**src/rtl/cpu_clock_ctrl.sv**
```systemverilog
// cpu_clock_ctrl: CPU clock-enable generator for the board top level.
// Modes: single step (debounced button), N-cycle burst, divided run and full run.
// A synchronous halt gates the enable. A wrapping counter records each issued enable.
// Ports:
//   clk       system clock
//   rst_in    asynchronous active-low reset
//   bttn_in   raw active-low step button, asynchronous to clk
//   mode      00 step, 01 burst, 10 divided run, 11 full run
//   rate_sel  divided-rate select; values past the last rate use the last rate
//   burst_len number of enables issued per burst
//   halt      synchronous enable gate
//   cpu_en    registered single-cycle CPU clock enable
//   busy      a burst is in progress
//   cycle_cnt number of cpu_en pulses issued; wraps
//   cpu_clk   phase output that toggles once per cpu_en
// Optional macro: CPU_CLK_PHASE_EN builds the cpu_clk toggle flop.
// Without it, cpu_clk is tied to 0.
module cpu_clock_ctrl #(
  parameter int DIV_WIDTH   = 18,
  parameter int RATE_STEP   = 3,
  parameter int NUM_RATES   = 4,
  parameter int DEB_WIDTH   = 16,
  parameter int BURST_WIDTH = 8,
  parameter int CNT_WIDTH   = 16,
  localparam int SW = (NUM_RATES > 1) ? $clog2(NUM_RATES) : 1
) (
  input  logic                   clk,
  input  logic                   rst_in,
  input  logic                   bttn_in,
  input  logic [1:0]             mode,
  input  logic [SW-1:0]          rate_sel,
  input  logic [BURST_WIDTH-1:0] burst_len,
  input  logic                   halt,
  output logic                   cpu_en,
  output logic                   busy,
  output logic [CNT_WIDTH-1:0]   cycle_cnt,
  output logic                   cpu_clk
);

  typedef enum logic {S_IDLE, S_RUN} state_t;

  logic [DIV_WIDTH-1:0]   r_div;
  logic [DIV_WIDTH-1:0]   w_mask;
  logic                   w_tick;
  logic                   r_sync1;
  logic                   r_sync2;
  logic                   r_deb;
  logic                   r_deb_d;
  logic [DEB_WIDTH-1:0]   r_deb_cnt;
  logic                   w_press;
  state_t                 r_state;
  logic [BURST_WIDTH-1:0] r_remain;
  logic                   r_busy;
  logic                   w_mode_burst;
  logic                   w_burst_req;
  logic                   w_req;
  logic                   r_en;
  logic [CNT_WIDTH-1:0]   r_cnt;

  // Rate mask keeps divider bits [tap:0].
  // Scanning upwards makes oversize selects settle on the last rate.
  always_comb begin
    w_mask = '1;
    for (int i = 1; i < NUM_RATES; i++) begin
      if (int'(rate_sel) >= i) begin
        w_mask = {DIV_WIDTH{1'b1}} >> (i * RATE_STEP);
      end
    end
  end

  assign w_tick = &(r_div | ~w_mask);

  always_ff @(posedge clk or negedge rst_in) begin
    if (!rst_in) begin
      r_div <= '0;
    end else begin
      r_div <= r_div + 1'b1;
    end
  end

  always_ff @(posedge clk or negedge rst_in) begin
    if (!rst_in) begin
      r_sync1   <= 1'b1;
      r_sync2   <= 1'b1;
      r_deb     <= 1'b1;
      r_deb_d   <= 1'b1;
      r_deb_cnt <= '0;
    end else begin
      r_sync1 <= bttn_in;
      r_sync2 <= r_sync1;
      r_deb_d <= r_deb;
      if (r_sync2 == r_deb) begin
        r_deb_cnt <= '0;
      end else if (&r_deb_cnt) begin
        r_deb     <= r_sync2;
        r_deb_cnt <= '0;
      end else begin
        r_deb_cnt <= r_deb_cnt + 1'b1;
      end
    end
  end

  assign w_press      = r_deb_d & ~r_deb;
  assign w_mode_burst = (mode == 2'b01);
  assign w_burst_req  = (r_state == S_RUN) & w_tick & ~halt;

  // busy stays high through the final enable.
  // It drops from IDLE one cycle later; on an abort it drops at once.
  always_ff @(posedge clk or negedge rst_in) begin
    if (!rst_in) begin
      r_state  <= S_IDLE;
      r_remain <= '0;
      r_busy   <= 1'b0;
    end else begin
      unique case (r_state)
        S_IDLE: begin
          if (w_mode_burst && w_press && (burst_len != '0)) begin
            r_state  <= S_RUN;
            r_remain <= burst_len;
            r_busy   <= 1'b1;
          end else begin
            r_busy <= 1'b0;
          end
        end
        S_RUN: begin
          if (!w_mode_burst) begin
            r_state <= S_IDLE;
            r_busy  <= 1'b0;
          end else if (w_burst_req) begin
            r_remain <= r_remain - 1'b1;
            if (r_remain == BURST_WIDTH'(1)) begin
              r_state <= S_IDLE;
            end
          end
        end
        default: begin
          r_state <= S_IDLE;
          r_busy  <= 1'b0;
        end
      endcase
    end
  end

  always_comb begin
    w_req = 1'b0;
    unique case (mode)
      2'b00:   w_req = w_press;
      2'b01:   w_req = w_burst_req;
      2'b10:   w_req = w_tick;
      default: w_req = 1'b1;
    endcase
  end

  always_ff @(posedge clk or negedge rst_in) begin
    if (!rst_in) begin
      r_en  <= 1'b0;
      r_cnt <= '0;
    end else begin
      r_en <= w_req & ~halt;
      if (r_en) begin
        r_cnt <= r_cnt + 1'b1;
      end
    end
  end

  assign cpu_en    = r_en;
  assign busy      = r_busy;
  assign cycle_cnt = r_cnt;

`ifdef CPU_CLK_PHASE_EN
  logic r_clk;

  always_ff @(posedge clk or negedge rst_in) begin
    if (!rst_in) begin
      r_clk <= 1'b0;
    end else if (r_en) begin
      r_clk <= ~r_clk;
    end
  end

  assign cpu_clk = r_clk;
`else
  assign cpu_clk = 1'b0;
`endif

endmodule

```
**config.mk**
```make
export PLATFORM = sky130hd
export DESIGN_NAME = cpu_clock_ctrl
export DESIGN_NICKNAME = d
export VERILOG_FILES = /design/src/rtl/cpu_clock_ctrl.sv
export SDC_FILE = /design/constraint.sdc
export NUM_CORES = 1
export LEC_CHECK = 0
export ABC_AREA = 1
export CORE_MARGIN = 1
export CORE_UTILIZATION = 31
export CTS_CLUSTER_DIAMETER = 60
export CTS_CLUSTER_SIZE = 12
export DETAILED_ROUTE_END_ITERATION = 8
export GPL_ROUTABILITY_DRIVEN = 0
export GPL_TIMING_DRIVEN = 0
export MAX_ROUTING_LAYER = met4
export PLACE_DENSITY = 0.46
export SYNTH_ARGS = -nofsm -noshare
export SYNTH_HDL_FRONTEND = slang
export SYNTH_SLANG_ARGS = --single-unit
```
**constraint.sdc**
```tcl
create_clock -name clk -period 1.8 [get_ports clk]
set_input_delay 0.36 -clock clk [delete_from_list [all_inputs] [get_ports clk]]
set_output_delay 0.36 -clock clk [all_outputs]
set_load 0.05 [all_outputs]
```
; ---- Yosys cells after proc, flatten, opt, wreduce, memory -nomap -nowiden
; Cells that the tools add are included.
[word_totals]
reg_bits = 65
output_inout_bits = 19
[classes]
add_sub_neg = 4
magnitude_cmp = 3
n_eq_ne = 8
muxes = 17
bitwise_logic = 10
reduce_logical = 8
[ops]
columns = op, count
row1 = $mux W18, 3
row2 = $add A16 B1 Y16 const B, 2
row3 = $mux W16, 2
row4 = $mux W8, 3
row5 = $add A18 B1 Y18 const B, 1
row6 = $not A18 Y18, 1
row7 = $or A18 B18 Y18, 1
row8 = $reduce_and A18 Y1, 1
row9 = $reduce_and A17 Y1, 1
row10 = $pmux W8 S2, 1
row11 = $reduce_and A16 Y1, 1
row12 = $eq A8 B1 Y1 const B, 1
row13 = $reduce_bool A8 Y1, 1
row14 = $sub A8 B1 Y8 const B, 1
row15 = $mux W1, 5
row16 = $and A1 B1 Y1, 4
row17 = $ge A2 B2 Y1 const B, 2
row18 = $ne A2 B1 Y1 const B, 2
row19 = $ne A2 B2 Y1 const B, 2
row20 = $not A1 Y1, 4
row21 = $pmux W1 S2, 2
row22 = $pmux W1 S3, 1
row23 = $reduce_and A3 Y1, 1
row24 = $eq A2 B1 Y1 const B, 1
row25 = 5 further kinds, 6

; ---- Logic depth before layout (Yosys ltp)
[depth]
ltp_word = 12
depth_mapped = 10

; ---- Worst setup path before layout
; Ideal clock, no wire load.
[synth_timing]
kind = flip-flop to flip-flop
from = register r_cnt[0], in the netlist cycle_cnt[0]
to = register r_cnt[12], in the netlist cycle_cnt[12]
setup_ns = 0.124
t_arrival_ns = 1.612
t_required_ns = 1.676
path_slack_ns = 0.064
stages_incl_launch_ff = 7
path_buffers = 0
period_less_slack_ns = 1.736
path_cell_list = dfrtp_1 > ha_1 > nand4_1 > or2_1 > nor2_2 > nand2_1 > xor2_1
[synth_via]
elab_chain_len = 1
[synth_rtl]
columns = element, line
row1 = from (decl), 58  ; logic [CNT_WIDTH-1:0] r_cnt;
row2 = from (signal assigned), 161  ; r_cnt <= r_cnt + 1'b1;
row3 = $add A16 B1 Y16, 161
; No other way between the ends.
; A chain may end at the register's enable or synchronous reset.

; ---- Worst setup path in the final report
[layout_timing]
from = register r_cnt[8], in the netlist cycle_cnt[8]
to = output cycle_cnt[8]
[layout_rtl]
columns = element, line
row1 = to (decl), 36  ; output logic [CNT_WIDTH-1:0] cycle_cnt,
; No word-level cell between the ends.

==> impl_metrics.env <==
export IMPL_critPathBufInv=1
export IMPL_drv_cap=0
export IMPL_critical_path_max_stage_delay_ns=0.56
export IMPL_crit_path_start_kind="flip-flop"
export IMPL_ys_seq_area_share_pct=47.7
export IMPL_ios=35
export IMPL_pwr_density_cell_mw_per_mm2=878
export IMPL_wirelength_mm=6.80
export IMPL_fin_crit_sh_pct=94.9
export IMPL_netlist_area_sq_mm=0.00342
export IMPL_crit_cells=1
export IMPL_area_growth_pct=21.0
export IMPL_finalWorstSetupSlack_ns=0.0924
export IMPL_slowest_stage="dlygate4sd2_1"
export IMPL_yosys_cell_types_count=33
export IMPL_synth_ff_type="dfrtp_1"
export IMPL_drc=0
export IMPL_drive_above_1_share_pct=11.3
export IMPL_worstReg2RegStart="r_div[0]$_DFF_PN0_"
export IMPL_final_setup_tns_ns=0
export IMPL_ant_nets=0
export IMPL_avgViaCountPerCell=4.38
export IMPL_antenna_cells=0
export IMPL_initial_utilization_pct=32.6
export IMPL_crit_fanout=5
export IMPL_endpoint_kind="output port"
export IMPL_whs_ns=0.116
export IMPL_ir_drop_uv=454
export IMPL_regToRegSetupSlack_ns=0.11
export IMPL_skew_ns=0.0109
export IMPL_r2r_end="r_remain[6]$_DFFE_PN0P_"
export IMPL_post_route_min_period_ns=1.71
export IMPL_hold_class="in -> async"
export IMPL_grt_max_degree=66
export IMPL_rsz0062_at_grt="false"
export IMPL_synth_nets=440
export IMPL_clkSinkCount=65
export IMPL_setup_violations_final=0
export IMPL_grt_pass1_vias=2530
export IMPL_worst_pin_slew_ns=0.845
export IMPL_crit_start="cycle_cnt[8]$_DFFE_PN0P_"
export IMPL_synthCells=419
export IMPL_dp_slack_ns=0.00611
export IMPL_nNetsFinal=485
export IMPL_clock_fmax_mhz=586
export IMPL_worstRegToRegCells=10
export IMPL_grt_pass1_wl_mm=11.6
export IMPL_layout_commonest_cell="nand2_1"
export IMPL_coreArea_sq_mm=0.0105
export IMPL_worst_skew_pair_late_latency_ns=0.34
export IMPL_synth_warnings=0
export IMPL_overflow=0
export IMPL_clk_pin_slew_worst_paths_ns=0.08
export IMPL_power_leakage_nw=2.00
export IMPL_placed_area_sq_mm=0.00392
export IMPL_slew_viol_final=0
export IMPL_multi_input_area_sq_mm=0.00156
export IMPL_syn_avg_cell_area_sq_um=8.16
export IMPL_grt_use_total_pct=13.3
export IMPL_cts_tree="built"
export IMPL_cts_max_path_buffers=2
export IMPL_hpwl_mm=4.81
export IMPL_die_height_microns=107
export IMPL_portBuffers=33
export IMPL_drtIter0Drc=89
export IMPL_die_w_microns=107
export IMPL_crit_chain="dlygate4sd2_1"
export IMPL_htree_num_levels=3
export IMPL_async_flop_share_pct=100
export IMPL_layout_common_cells="nand2_1 (104), dfrtp_1 (61), nor2_1 (53)"
export IMPL_vias=2649
export IMPL_fin_area_sq_mm=0.00414
export IMPL_crit_required_ns=1.44
export IMPL_cts_buffers=9
export IMPL_antenna_found_initial=0
export IMPL_nFillCells=1077
export IMPL_drtPass1Iterations=6
export IMPL_regArea_sq_mm=0.00163
export IMPL_crit_arrival_ns=1.35
export IMPL_hold_viol=0
export IMPL_utilization_pct=39.4
export IMPL_cts_root_buf="clkbuf_8"
export IMPL_wl_per_cell_microns=11.2
export IMPL_status="finished clean"
export IMPL_timing_slew_headroom_pct=43.6
export IMPL_ys_seq_elements=65
export IMPL_die_area_sq_mm=0.0115
export IMPL_worstSetupPathType="reg -> out"
export IMPL_synth_edf_count=0
export IMPL_crit_family="buffers and inverters"
export IMPL_rows=37
==> cell type report <==
type | instances | area share (%)
flip-flops and latches | 65 | 39.4
clock buffers | 12 | 3.75
repair buffers | 34 | 7.56
multi-input cells | 294 | 37.8
well taps | 136 | 4.11
plain buffers | 5 | 0.605
clock inverters | 4 | 1.78
inverters | 55 | 4.99
==> what timing repair did <==
action / CTS / global route
endpoints found under the setup margin: 18 / 12
resized for setup: 18 / 2
buffers inserted: 0 / 1
hold buffers: 0 / 0
==> Yosys cell counts, types with 3 or more instances <==
master	number	area, sq um
nand2_1	105	394
dfrtp_1	61	1530
nor2_1	53	199
inv_1	50	188
nand3_1	32	160
xor2_1	28	245
nand4_1	12	75.1
o21ai_0	10	50.1
xnor2_1	8	70.1
nand2_2	6	37.5
ha_1	5	62.6
inv_2	5	18.8
nor2_4	5	56.3
nor3_1	5	25.0
a21oi_1	4	20.0
dfstp_2	4	105
nor2_2	4	25.0
nand3b_1	3	22.5
==> report_power, final <==
group	switching [W]	internal, W
logic	0.000391	0.000166
clock network	0.000580	0.000859
registers	0.0000962	0.00154
total	0.00107	0.00256
==> routing by layer <==
metal	up-vias	track usage (%)	part of all wire [%]	wire length, microns
met3	7	3.65	3.9	267
met5	-	-	0	0
met2	38	20.3	45	3030
met1	1213	17.2	51	3440
met4	0	3.82	0.90	61
li1	1391	-	-	-
==> sequential cells by signal (all words and copies together) (netlist names) <==
signal and count:
busy 1, cpu_en 1, cycle_cnt 16, r_deb 1, r_deb_cnt 16, r_deb_d 1, r_div 18, r_remain 8
r_state 1, r_sync1 1, r_sync2 1
==> per-stage QoR <==
| stage | total power [W] | cells |
|---|---|---|
| floorplan | 0.00203 | 419 |
| global placement | 0.00227 | 588 |
| detailed placement | 0.00227 | 588 |
| CTS | 0.00370 | 604 |
| global route | 0.00381 | 605 |
| finish | 0.00363 | 605 |
==> worst max path at each step <==
stage | end | slack [ns]
floorplan | cycle_cnt[12]$_DFFE_PN0P_ | 0.06
global placement | r_remain[7]$_DFFE_PN0P_ | -2.05
detailed placement | r_remain[3]$_DFFE_PN0P_ | 0.006
CTS | cycle_cnt[8] | 0.06
global route | r_remain[4]$_DFFE_PN0P_ | 0.002
finish | cycle_cnt[8] | 0.09
==> kinds of logic after synthesis <==
family                     Yosys count  share of synthesized area, %
AOI/OAI and AO/OA                   17                          2.52
DFF                                 65                          47.7
other                                1                         0.110
adders and majority gates            5                          1.83
xor gates and xnor gates            36                          9.22
and+or+nand+nor                    235                          31.9
buffers and inverters               60                          6.77
Note: power is estimated with default switching activity, not from simulation.
